### config.mk
export PLATFORM = sky130hd
export DESIGN_NAME = spi_xfer_ctrl
export DESIGN_NICKNAME = d
export VERILOG_FILES = /design/src/rtl/spi_xfer_ctrl.sv
export SDC_FILE = /design/constraint.sdc
export NUM_CORES = 1
export LEC_CHECK = 0
export ABC_CLOCK_PERIOD_IN_PS = 2800
export CORE_ASPECT_RATIO = 0.6
export CORE_MARGIN = 3
export CORE_UTILIZATION = 50
export DETAILED_ROUTE_END_ITERATION = 16
export PLACE_DENSITY_LB_ADDON = 0.1
export SLEW_MARGIN = 40
export SYNTH_ARGS = -nofsm -noshare
export SYNTH_HDL_FRONTEND = slang
export SYNTH_SLANG_ARGS = --single-unit
### constraint.sdc
create_clock -name clk -period 2.8 [get_ports clk]
set_input_delay 0.42 -clock clk [delete_from_list [all_inputs] [get_ports clk]]
set_output_delay 0.42 -clock clk [all_outputs]
set_load 0.02 [all_outputs]
### src/rtl/spi_xfer_ctrl.sv
// SPI transfer controller: sequences shifter load/shift/capture, master SS and SPIF/WCOL flags.
// Optional build macro SPI_MODF_DETECT_EN adds master mode-fault detection and the modf output.
module spi_xfer_ctrl #(
  parameter int FRAME_W   = 8,
  parameter int BURST_MAX = 4,
  parameter int CNT_W     = $clog2(FRAME_W),
  parameter int BCNT_W    = $clog2(BURST_MAX + 1)
) (
  input  logic              clk,
  input  logic              rst,
  input  logic              spe,
  input  logic              mstr,
  input  logic              ss_n_in,
  input  logic              bit_tick,
  input  logic              tx_wr,
  input  logic [BCNT_W-1:0] burst_len,
  input  logic              spif_clr,
  output logic              ss_n_out,
  output logic              load_en,
  output logic              shift_en,
  output logic              capture_en,
  output logic [CNT_W-1:0]  bit_cnt,
  output logic              idle,
  output logic              brg_clr,
  output logic              spif,
  output logic              wcol,
  output logic [2:0]        state_dbg
`ifdef SPI_MODF_DETECT_EN
  ,
  output logic              modf
`endif
);

  localparam logic [2:0] ST_OFF    = 3'd0;
  localparam logic [2:0] ST_IDLE   = 3'd1;
  localparam logic [2:0] ST_LOAD   = 3'd2;
  localparam logic [2:0] ST_RUN    = 3'd3;
  localparam logic [2:0] ST_UPDATE = 3'd4;
  localparam int BL_W = BCNT_W + 1;

  logic [2:0]        state;
  logic [BCNT_W-1:0] frame_cnt;
  logic              pending;
  logic              upd_first;
  logic              mstr_q;
  logic [BL_W-1:0]   eff_len;
  logic [BL_W-1:0]   frame_nxt;
  logic              last_bit;
  logic              burst_more;
  logic              xfer_busy;
  logic              mstr_abort;
  logic              force_off;
  logic              wcol_set;
  logic              spif_set;

  // burst_len of 0 means one frame; values above BURST_MAX saturate.
  always_comb begin
    eff_len = {1'b0, burst_len};
    if (burst_len == '0) begin
      eff_len = BL_W'(1);
    end else if (eff_len > BL_W'(BURST_MAX)) begin
      eff_len = BL_W'(BURST_MAX);
    end
  end

  assign frame_nxt  = {1'b0, frame_cnt} + BL_W'(1);
  assign burst_more = mstr & (frame_nxt < eff_len);
  assign last_bit   = bit_tick & (bit_cnt == CNT_W'(FRAME_W - 1));
  assign xfer_busy  = (state == ST_LOAD) | (state == ST_RUN) | (state == ST_UPDATE);
  assign mstr_abort = xfer_busy & (mstr != mstr_q);

  // A write during a master frame that has a successor in the burst is the
  // next frame's data; any other write while loading or shifting collides.
  assign wcol_set = tx_wr & ((state == ST_LOAD) | ((state == ST_RUN) & ~burst_more));
  assign spif_set = (state == ST_UPDATE) & upd_first;

  assign load_en    = (state == ST_LOAD);
  assign shift_en   = (state == ST_RUN) & bit_tick;
  assign capture_en = (state == ST_UPDATE) & upd_first;
  assign idle       = (state == ST_OFF) | (state == ST_IDLE);
  assign brg_clr    = ~spe | (~mstr & ss_n_in) | (mstr & ss_n_out);
  assign state_dbg  = state;

`ifdef SPI_MODF_DETECT_EN
  logic modf_set;
  assign modf_set  = mstr & spe & ~ss_n_in;
  assign force_off = ~spe | mstr_abort | modf_set | modf;

  always_ff @(posedge clk or negedge rst) begin
    if (!rst) begin
      modf <= 1'b0;
    end else begin
      modf <= modf_set | (modf & ~spif_clr);
    end
  end
`else
  assign force_off = ~spe | mstr_abort;
`endif

  always_ff @(posedge clk or negedge rst) begin
    if (!rst) begin
      state     <= ST_OFF;
      ss_n_out  <= 1'b1;
      bit_cnt   <= '0;
      frame_cnt <= '0;
      pending   <= 1'b0;
      upd_first <= 1'b0;
      mstr_q    <= 1'b0;
      spif      <= 1'b0;
      wcol      <= 1'b0;
    end else begin
      mstr_q <= mstr;
      spif   <= spif_set | (spif & ~spif_clr);
      wcol   <= wcol_set | (wcol & ~spif_clr);
      if (force_off) begin
        state     <= ST_OFF;
        ss_n_out  <= 1'b1;
        bit_cnt   <= '0;
        frame_cnt <= '0;
        pending   <= 1'b0;
        upd_first <= 1'b0;
      end else begin
        case (state)
          ST_OFF: state <= ST_IDLE;
          ST_IDLE: begin
            if (mstr) begin
              if (tx_wr) begin
                state     <= ST_LOAD;
                ss_n_out  <= 1'b0;
                frame_cnt <= '0;
                pending   <= 1'b0;
              end
            end else begin
              if (tx_wr) pending <= 1'b1;
              if (pending && !ss_n_in) begin
                state   <= ST_LOAD;
                pending <= 1'b0;
              end
            end
          end
          ST_LOAD: begin
            state   <= ST_RUN;
            bit_cnt <= '0;
          end
          ST_RUN: begin
            if (!mstr && ss_n_in) begin
              state   <= ST_IDLE;
              bit_cnt <= '0;
            end else begin
              if (tx_wr && burst_more) pending <= 1'b1;
              if (bit_tick) begin
                if (last_bit) begin
                  state     <= ST_UPDATE;
                  upd_first <= 1'b1;
                  bit_cnt   <= '0;
                end else begin
                  bit_cnt <= bit_cnt + CNT_W'(1);
                end
              end
            end
          end
          ST_UPDATE: begin
            upd_first <= 1'b0;
            if (!mstr) begin
              state     <= ST_IDLE;
              frame_cnt <= '0;
            end else if (upd_first && !burst_more) begin
              state     <= ST_IDLE;
              ss_n_out  <= 1'b1;
              frame_cnt <= '0;
              pending   <= 1'b0;
            end else begin
              // Later cycles here are the burst hold: SS stays low until the next write.
              if (upd_first) frame_cnt <= frame_nxt[BCNT_W-1:0];
              if (pending || tx_wr) begin
                state   <= ST_LOAD;
                pending <= 1'b0;
              end
            end
          end
          default: state <= ST_OFF;
        endcase
      end
    end
  end

endmodule

==> results of run 1 <==
-- state kept, by name, summed over array words and instances, names as in the netlist --
name and flops:
bit_cnt 3, mstr_q 1, wcol 1, frame_cnt 3, upd_first 1, ss_n_out 1, spif 1, state_dbg 3
pending 1
-- power by group --
group | total, uW | switching [uW] | internal [uW] | leakage (uW)
Sequential | 288 | 40.2 | 248 | 0.000200
Combinational | 452 | 251 | 201 | 0.000433
Clock | 192 | 92.6 | 99.2 | 0.0000255
Total | 931 | 384 | 547 | 0.000659
-- synth_stat cells (2+ instances only) --
cell type,count
a21oi_1,4
inv_1,9
o21ai_0,4
nor3_1,3
nand2_1,18
a21o_1,2
o22ai_1,3
mux2_2,2
nand3_1,2
mux2i_1,2
or4_1,2
or2_2,3
a221o_1,2
nor3b_2,2
ha_1,5
buf_6,2
nand2b_1,5
nor2b_1,2
buf_4,3
nor2_1,8
dfrtp_1,14
a31oi_1,5
-- metrics by stage --
stage,power [uW],cells,cell area (um^2),utilization
after global placement,719.7,178,1433,0.7016
after global routing,980.9,182,1479,0.7243
final,931.2,182,1479,0.7243
after CTS,919.0,182,1479,0.7243
after floorplan,567.9,129,1185,-
after detailed placement,730.4,178,1433,0.7016
-- how the worst max path moves through the flow --
stage,end
floorplan,state_dbg[1]$_DFFE_PN0P_
global placement,state_dbg[1]$_DFFE_PN0P_
detailed placement,state_dbg[1]$_DFFE_PN0P_
CTS,capture_en
global route,capture_en
finish,capture_en
-- worst max-delay path: cells and delay by family (launching register included) --
family | cells | cell delay (ps)
DFF | 1 | 580
and+or+nand+nor | 2 | 540
buffers and inverters | 2 | 720
-- per-layer routing --
metal | up-vias | part of all wire | GRT usage | routed length, um
met3 | 10 | 0.15 | 0.08549 | 489
met1 | 542 | 0.43 | 0.3539 | 1407
li1 | 517 | - | - | -
met5 | - | 0 | 0 | 0
met4 | 0 | 0.017 | 0.03876 | 57
met2 | 98 | 0.41 | 0.3295 | 1335
-- cell type report --
type                            count  area [um^2]  share of cell area
Tap cell                           28        35.03             0.02369
Timing Repair Buffer               27        262.8              0.1777
Clock buffer                        3        41.29             0.02792
Inverter                            9        33.78             0.02284
Sequential cell                    15        376.6              0.2547
Clock inverter                      1        5.005            0.003384
Multi-Input combinational cell     99        724.4              0.4898
-- logic make-up after synthesis --
| kind of cell | count (synthesis) |
|---|---|
| compound gates | 32 |
| mux | 5 |
| xor+xnor | 2 |
| buf+inv | 15 |
| simple gates | 55 |
| fa+ha+maj | 5 |
| flops | 15 |
-- placed cells by master, fill, tap and decap left out, types with 2 or more instances in the layout --
cell,synthesis,final
clkbuf_8,0,3
or4_1,2,2
mux2_2,2,2
nor2_1,8,8
a31oi_1,5,5
nand2b_1,5,5
nand3_1,2,2
mux2i_1,2,2
nor2b_1,2,2
a21o_1,2,2
or2_2,3,3
buf_4,3,3
inv_1,9,9
a21oi_1,4,4
o21ai_0,4,4
dfrtp_1,14,14
a221o_1,2,2
nor3_1,3,3
clkdlybuf4s50_1,0,24
o22ai_1,3,3
nor3b_2,2,2
ha_1,5,5
nand2_1,18,18
==> impl_metrics.env, run 1 <==
export IMPL_finClkSkew_ps=3.691
export IMPL_grt_pass1_vias=1043
export IMPL_post_cts_buffers=0
export IMPL_async_flop_share=1.000
export IMPL_syn_nets=145
export IMPL_drcViolationCount=0
export IMPL_crit_chain="nor3b_2 -> nand2_1 -> inv_1 -> clkdlybuf4s50_1"
export IMPL_crit_type="flop to output port"
export IMPL_syn2layout_area_growth_pct=24.82
export IMPL_maxCapViolCount=0
export IMPL_worst_slew_pin_slew_ps=707.3
export IMPL_drv_slew=0
export IMPL_r2r_slack_ps=300
export IMPL_grt_pass1_wl_mm=5.230
export IMPL_startpoint="state_dbg[2]$_DFFE_PN0P_"
export IMPL_antenna_found_initial=0
export IMPL_clk_latency_ps=260
export IMPL_place_hpwl_mm=2.441
export IMPL_fill_cells=155
export IMPL_rsz0062_at_grt="no"
export IMPL_synth_mux_area_frac=0.04857
export IMPL_pin_count=25
export IMPL_syn_avg_cell_area_um2=9.185
export IMPL_synth_edf_count=0
export IMPL_peakVddDrop_v=0.0002857
export IMPL_setup_ws_ps=278.6
export IMPL_holdPathEnd="spif$_DFF_PN0_"
export IMPL_yosysSeqAreaShare=0.3178
export IMPL_cts_tree="done"
export IMPL_wl_per_cell_um=18.07
export IMPL_end_kind="output port"
export IMPL_cp_slowest_stage_delay_ps=610
export IMPL_worstPathRequired_ps=2380
export IMPL_holdPathStages=1
export IMPL_port_buffers=24
export IMPL_cp_slowest_cell="clkdlybuf4s50_1"
export IMPL_nNetsFinal=171
export IMPL_finalSetupViolations=0
export IMPL_slew_limit_headroom=0.5270
export IMPL_clk_transition_reported_paths_ps=70
export IMPL_yosysTopAreaCellShare=0.2957
export IMPL_syn_area_um2=1185
export IMPL_cts_hold_buf=0
export IMPL_fin_setup_tns_ps=0
export IMPL_rr_worst_depth=9
export IMPL_arrival_ps=2100
export IMPL_routed_wl_mm=3.288
export IMPL_cts_sinks=15
export IMPL_timing_final_crit_share=0.9005
export IMPL_synth_seq_cells=15
export IMPL_start_kind="flop"
export IMPL_finalHoldViolCount=0
export IMPL_post_route_min_period_ps=2521
export IMPL_fp_dieW_um=68.85
export IMPL_htreeDepth=1
export IMPL_overflow=0
export IMPL_vias=1167
export IMPL_max_freq_mhz=396.6
export IMPL_grt_usage=0.2370
export IMPL_synth_area_leaders="dfrtp_1, nand2_1, ha_1"
export IMPL_viasPerCell=6.412
export IMPL_die_area_um2=3009
export IMPL_dr_pass1_iters=5
export IMPL_synth_fa_ha_area_frac=0.05280
export IMPL_cts_buffer_depth=2
export IMPL_worstHoldStart="spif$_DFF_PN0_"
export IMPL_status="completed"
export IMPL_antenna_cells=0
export IMPL_reg2reg_to="state_dbg[1]$_DFFE_PN0P_"
export IMPL_drtIter0Drc=159
export IMPL_ys_warnings_count=0
export IMPL_synth_top_family_by_area="simple AND/OR/NAND/NOR gates"
export IMPL_syn_inst=129
export IMPL_synth_compound_area_frac=0.2006
export IMPL_numCtsBuffers=3
export IMPL_synthSimpleGateAreaFrac=0.2788
export IMPL_fp_dieH_um=43.71
export IMPL_pre_cts_ws_ps=251.5
export IMPL_leakagePower_uw=0.0006586
export IMPL_grt_max_degree=16
export IMPL_hp_class="flop to flop"
export IMPL_root_buffer="clkbuf_8"
export IMPL_p_per_area_nw_per_um2=629.7
export IMPL_fp_row_count=12
export IMPL_antenna_left=0
export IMPL_yosys_area_top_type="dfrtp_1"
export IMPL_synth_main_ff_cell="dfrtp_1"
export IMPL_worst_path_max_fanout=14
export IMPL_initial_utilization=0.5803
export IMPL_reg2reg_from="frame_cnt[0]$_DFFE_PN0P_"
export IMPL_gp_congestion=0.9361
export IMPL_synth_xor_area_frac=0.03062
export IMPL_synth_cell_types=49
export IMPL_fp_coreArea_um2=2042
export IMPL_drive_gt1_frac=0.1364
export IMPL_hold_ws_ps=481.1
export IMPL_ctsResizeCount=0
No activity file was read; power rests on OpenSTA's default activity.
==> run 2, diff against run 1 <==
--- a/config.mk
+++ b/config.mk
@@ -8,3 +8,2 @@
 export ABC_CLOCK_PERIOD_IN_PS = 2800
-export CORE_ASPECT_RATIO = 0.6
 export CORE_MARGIN = 3
@@ -13,2 +12,3 @@
 export PLACE_DENSITY_LB_ADDON = 0.1
+export REMOVE_ABC_BUFFERS = 1
 export SLEW_MARGIN = 40
==> constraint.sdc (replaced) <==
create_clock -name clk -period 2.8 [get_ports clk]
set_input_delay 0.7 -clock clk [delete_from_list [all_inputs] [get_ports clk]]
set_output_delay 0.7 -clock clk [all_outputs]
set_load 0.02 [all_outputs]
==> impl_metrics.env, run 2 (synthesis gave the netlist of run 1 again) <==
export IMPL_status="completed"
export IMPL_fp_row_count=17
export IMPL_finClkSkew_ps=2.842
export IMPL_finalHoldViolCount=0
export IMPL_vias=1076
export IMPL_antenna_cells=0
export IMPL_pre_cts_ws_ps=16.62
export IMPL_slew_limit_headroom=0.5545
export IMPL_cts_sinks=15
export IMPL_antenna_left=0
export IMPL_root_buffer="clkbuf_4"
export IMPL_cts_hold_buf=0
export IMPL_ctsResizeCount=0
export IMPL_viasPerCell=5.785
export IMPL_p_total_uw=846.0
export IMPL_setup_ws_ps=126.7
export IMPL_worst_path_max_fanout=3
export IMPL_timing_final_crit_share=0.9548
export IMPL_start_kind="input pin"
export IMPL_cts_tree="done"
export IMPL_initial_utilization=0.5305
export IMPL_fin_setup_tns_ps=0
export IMPL_routed_wl_mm=2.948
export IMPL_rsz0062_at_grt="no"
export IMPL_fp_dieH_um=54.68
export IMPL_clk_transition_reported_paths_ps=90
export IMPL_fp_dieW_um=54.68
export IMPL_leakagePower_uw=0.0006717
export IMPL_overflow=0
export IMPL_grt_usage=0.2153
export IMPL_grt_pass1_wl_mm=4.650
export IMPL_postLayoutCellArea_um2=1491
export IMPL_finalSetupViolations=0
export IMPL_htreeDepth=1
export IMPL_maxCapViolCount=0
export IMPL_drcViolationCount=0
export IMPL_clk_latency_ps=280
export IMPL_worst_slew_pin_slew_ps=666.2
export IMPL_post_route_min_period_ps=2673
export IMPL_worstPathRequired_ps=2100
export IMPL_wl_per_cell_um=15.85
export IMPL_arrival_ps=1970
export IMPL_placed_cell_area_um2=1463
export IMPL_drv_slew=0
export IMPL_pin_count=25
export IMPL_dr_pass1_iters=4
export IMPL_fill_cells=181
export IMPL_fp_coreArea_um2=2233
export IMPL_max_freq_mhz=374.1
export IMPL_final_common_cell="clkdlybuf4s50_1"
export IMPL_p_per_area_nw_per_um2=567.3
export IMPL_nNetsFinal=175
export IMPL_die_area_um2=2990
export IMPL_hp_class="flop to flop"
export IMPL_grt_pass1_vias=988
export IMPL_crit_type="input pin to output port"
export IMPL_place_hpwl_mm=2.321
export IMPL_cts_buffer_depth=2
export IMPL_antenna_found_initial=0
export IMPL_final_cell_mix="clkdlybuf4s50_1, nand2_1, dfrtp_1, inv_1, nor2_1"
export IMPL_post_cts_buffers=0
export IMPL_gp_congestion=0.9493
export IMPL_port_buffers=24
export IMPL_grt_max_degree=16
export IMPL_numCtsBuffers=3
export IMPL_syn2layout_area_growth_pct=25.87
export IMPL_peakVddDrop_v=0.0003758
export IMPL_end_kind="output port"
export IMPL_drtIter0Drc=22
export IMPL_drive_gt1_frac=0.1519
## run 2: through the flow
stage                     hold WS (ps)  cells  utilization
after floorplan                  404.4    123            -
after global placement           463.4    182       0.6549
after detailed placement         475.9    182       0.6549
after CTS                        496.1    186       0.6667
after global routing             527.3    186       0.6678
final                            495.8    186       0.6678
## run 2: area by class of cell
cell class | instances | area [um^2] | share of cell area
Sequential cell | 15 | 376.6 | 0.2525
Multi-Input combinational cell | 99 | 724.4 | 0.4857
Inverter | 9 | 33.78 | 0.02265
Clock buffer | 4 | 26.28 | 0.01762
Tap cell | 28 | 35.03 | 0.02349
Timing Repair Buffer | 31 | 295.3 | 0.1980
## run 2: final timing paths
kind | from | to | slack [ps] | depth (start not counted)
setup / recovery | bit_tick | shift_en | 130 | 3
hold / removal | spif$_DFF_PN0_ | spif$_DFF_PN0_ | 500 | 1
setup reg to reg | frame_cnt[0]$_DFFE_PN0P_ | state_dbg[1]$_DFFE_PN0P_ | 410 | 9
hold reg to reg | spif$_DFF_PN0_ | spif$_DFF_PN0_ | 500 | 1
max in group asynchronous | rst | mstr_q$_DFF_PN0_ | 1550 | 1
min in group asynchronous | rst | state_dbg[0]$_DFFE_PN0P_ | 820 | 1
## run 2: routing by layer
| metal | track usage | routed length, um | vias to the layer above |
|---|---|---|---|
| li1 | - | - | 528 |
| met1 | 0.3070 | 1298 | 483 |
| met2 | 0.3169 | 1357 | 56 |
| met3 | 0.05722 | 238 | 9 |
| met4 | 0.05809 | 53 | 0 |
| met5 | 0 | 0 | - |
## run 2: where the power goes
| part | total [uW] | internal, uW | switching [uW] |
|---|---|---|---|
| Sequential | 300 | 247 | 52.6 |
| Combinational | 425 | 202 | 223 |
| Clock | 121 | 55.2 | 66.0 |
| Total | 846 | 504 | 342 |
## run 2: worst max-delay path, stage by stage
cell             delay (ps)
clkdlybuf4s50_1         510
and3_1                  170
clkdlybuf4s50_1         600
==> run 3, diff against run 2 <==
--- a/constraint.sdc
+++ b/constraint.sdc
@@ -3,2 +3,2 @@
 set_output_delay 0.7 -clock clk [all_outputs]
-set_load 0.02 [all_outputs]
+set_load 0.05 [all_outputs]
==> impl_metrics.env, run 3 (synthesis gave the netlist of run 1 again) <==
export IMPL_p_per_area_nw_per_um2=642.2
export IMPL_ctsResizeCount=0
export IMPL_initial_utilization=0.5305
export IMPL_fp_row_count=17
export IMPL_drv_slew=0
export IMPL_fin_setup_tns_ps=0
export IMPL_worstPathRequired_ps=2100
export IMPL_worst_slew_pin_slew_ps=713.9
export IMPL_routed_wl_mm=3.120
export IMPL_cp_slowest_cell="clkdlybuf4s50_1"
export IMPL_port_buffers=24
export IMPL_antenna_cells=0
export IMPL_gp_congestion=0.9204
export IMPL_drive_gt1_frac=0.1875
export IMPL_p_total_uw=979.4
export IMPL_antenna_found_initial=0
export IMPL_finalSetupViolations=0
export IMPL_final_cell_mix="clkdlybuf4s50_1, nand2_1, dfrtp_1, buf_4, inv_1"
export IMPL_place_hpwl_mm=2.438
export IMPL_cts_tree="done"
export IMPL_fp_dieH_um=54.68
export IMPL_post_cts_buffers=0
export IMPL_nNetsFinal=177
export IMPL_cts_sinks=15
export IMPL_post_route_min_period_ps=2582
export IMPL_max_freq_mhz=387.4
export IMPL_rsz0062_at_grt="no"
export IMPL_clk_latency_ps=290
export IMPL_wl_per_cell_um=16.60
export IMPL_crit_type="input pin to output port"
export IMPL_cp_slowest_stage_delay_ps=650
export IMPL_cts_buffer_depth=2
export IMPL_htreeDepth=1
export IMPL_grt_usage=0.2288
export IMPL_viasPerCell=5.957
export IMPL_status="completed"
export IMPL_syn2layout_area_growth_pct=28.72
export IMPL_finClkSkew_ps=4.655
export IMPL_overflow=0
export IMPL_grt_max_degree=16
export IMPL_grt_pass1_wl_mm=4.843
export IMPL_die_area_um2=2990
export IMPL_arrival_ps=1880
export IMPL_leakagePower_uw=0.0007105
export IMPL_antenna_left=0
export IMPL_finalHoldViolCount=0
export IMPL_drcViolationCount=0
export IMPL_holdPathStages=1
export IMPL_dr_pass1_iters=4
export IMPL_final_common_cell="clkdlybuf4s50_1"
export IMPL_cts_hold_buf=0
export IMPL_pin_count=25
export IMPL_peakVddDrop_v=0.0005351
export IMPL_fill_cells=186
export IMPL_end_kind="output port"
export IMPL_vias=1120
export IMPL_rr_worst_depth=9
export IMPL_fp_coreArea_um2=2233
export IMPL_grt_pass1_vias=1031
export IMPL_root_buffer="clkbuf_4"
export IMPL_hp_class="flop to flop"
export IMPL_slew_limit_headroom=0.5226
export IMPL_timing_final_crit_share=0.9220
export IMPL_fp_dieW_um=54.68
export IMPL_crit_chain="clkdlybuf4s50_1 -> nand2b_1 -> nand3_1 -> buf_12"
export IMPL_worst_path_max_fanout=6
export IMPL_numCtsBuffers=3
export IMPL_maxCapViolCount=0
export IMPL_drtIter0Drc=26
export IMPL_start_kind="input pin"
export IMPL_clk_transition_reported_paths_ps=90
==> run 3: cell types whose count changed in the layout (fill, tap and decap cells not counted), sizes merged <==
cell           delta
clkdlybuf4s50     -3
buf               +5
clkbuf            -1
clkinv            +1
==> run 3: power breakdown <==
group	internal (uW)	switching (uW)	total (uW)
Sequential	247	46.3	293
Clock	53.0	76.0	129
Combinational	225	332	557
==> run 3: final cells by class <==
type	count	area (um^2)	area share
Inverter	9	33.78	0.02215
Timing Repair Buffer	33	327.8	0.2149
Tap cell	28	35.03	0.02297
Sequential cell	15	376.6	0.2469
Clock buffer	3	22.52	0.01477
Clock inverter	1	5.005	0.003281
Multi-Input combinational cell	99	724.4	0.4750
==> run 3: worst paths after layout <==
kind	from	to	slack, ps
max	mstr	brg_clr	220
min	spif$_DFF_PN0_	spif$_DFF_PN0_	490
max reg2reg	frame_cnt[0]$_DFFE_PN0P_	state_dbg[1]$_DFFE_PN0P_	450
min reg2reg	spif$_DFF_PN0_	spif$_DFF_PN0_	490
max in group asynchronous	rst	bit_cnt[1]$_DFFE_PN0P_	1520
min in group asynchronous	rst	state_dbg[0]$_DFFE_PN0P_	830
==> run 3: through the flow <==
| step | hold WS [ps] | utilization | area, um^2 | setup slack, ps | instances |
|---|---|---|---|---|---|
| 6_report | 487.0 | 0.6829 | 1525 | 218.5 | 188 |
| 5_1_grt | 516.6 | 0.6829 | 1525 | 177.1 | 188 |
| 4_1_cts | 492.4 | 0.6818 | 1523 | 93.45 | 188 |
| 3_5_place_dp | 468.8 | 0.6695 | 1495 | 23.78 | 184 |
| 3_3_place_gp | 462.1 | 0.6695 | 1495 | 83.17 | 184 |
| 2_1_floorplan | 404.4 | - | 1135 | 385.4 | 123 |
==> run 3: layer usage <==
layer	track usage	vias to the layer above	routed length [um]
met5	0	-	0
met4	0.08714	0	34
met3	0.03542	6	219
met2	0.3740	48	1546
met1	0.2998	535	1320
li1	-	531	-
==> run 3: critical path: cells and delay by family <==
family | cells | cell delay (ps)
buffers and inverters | 2 | 830
AND/OR/NAND/NOR | 2 | 350
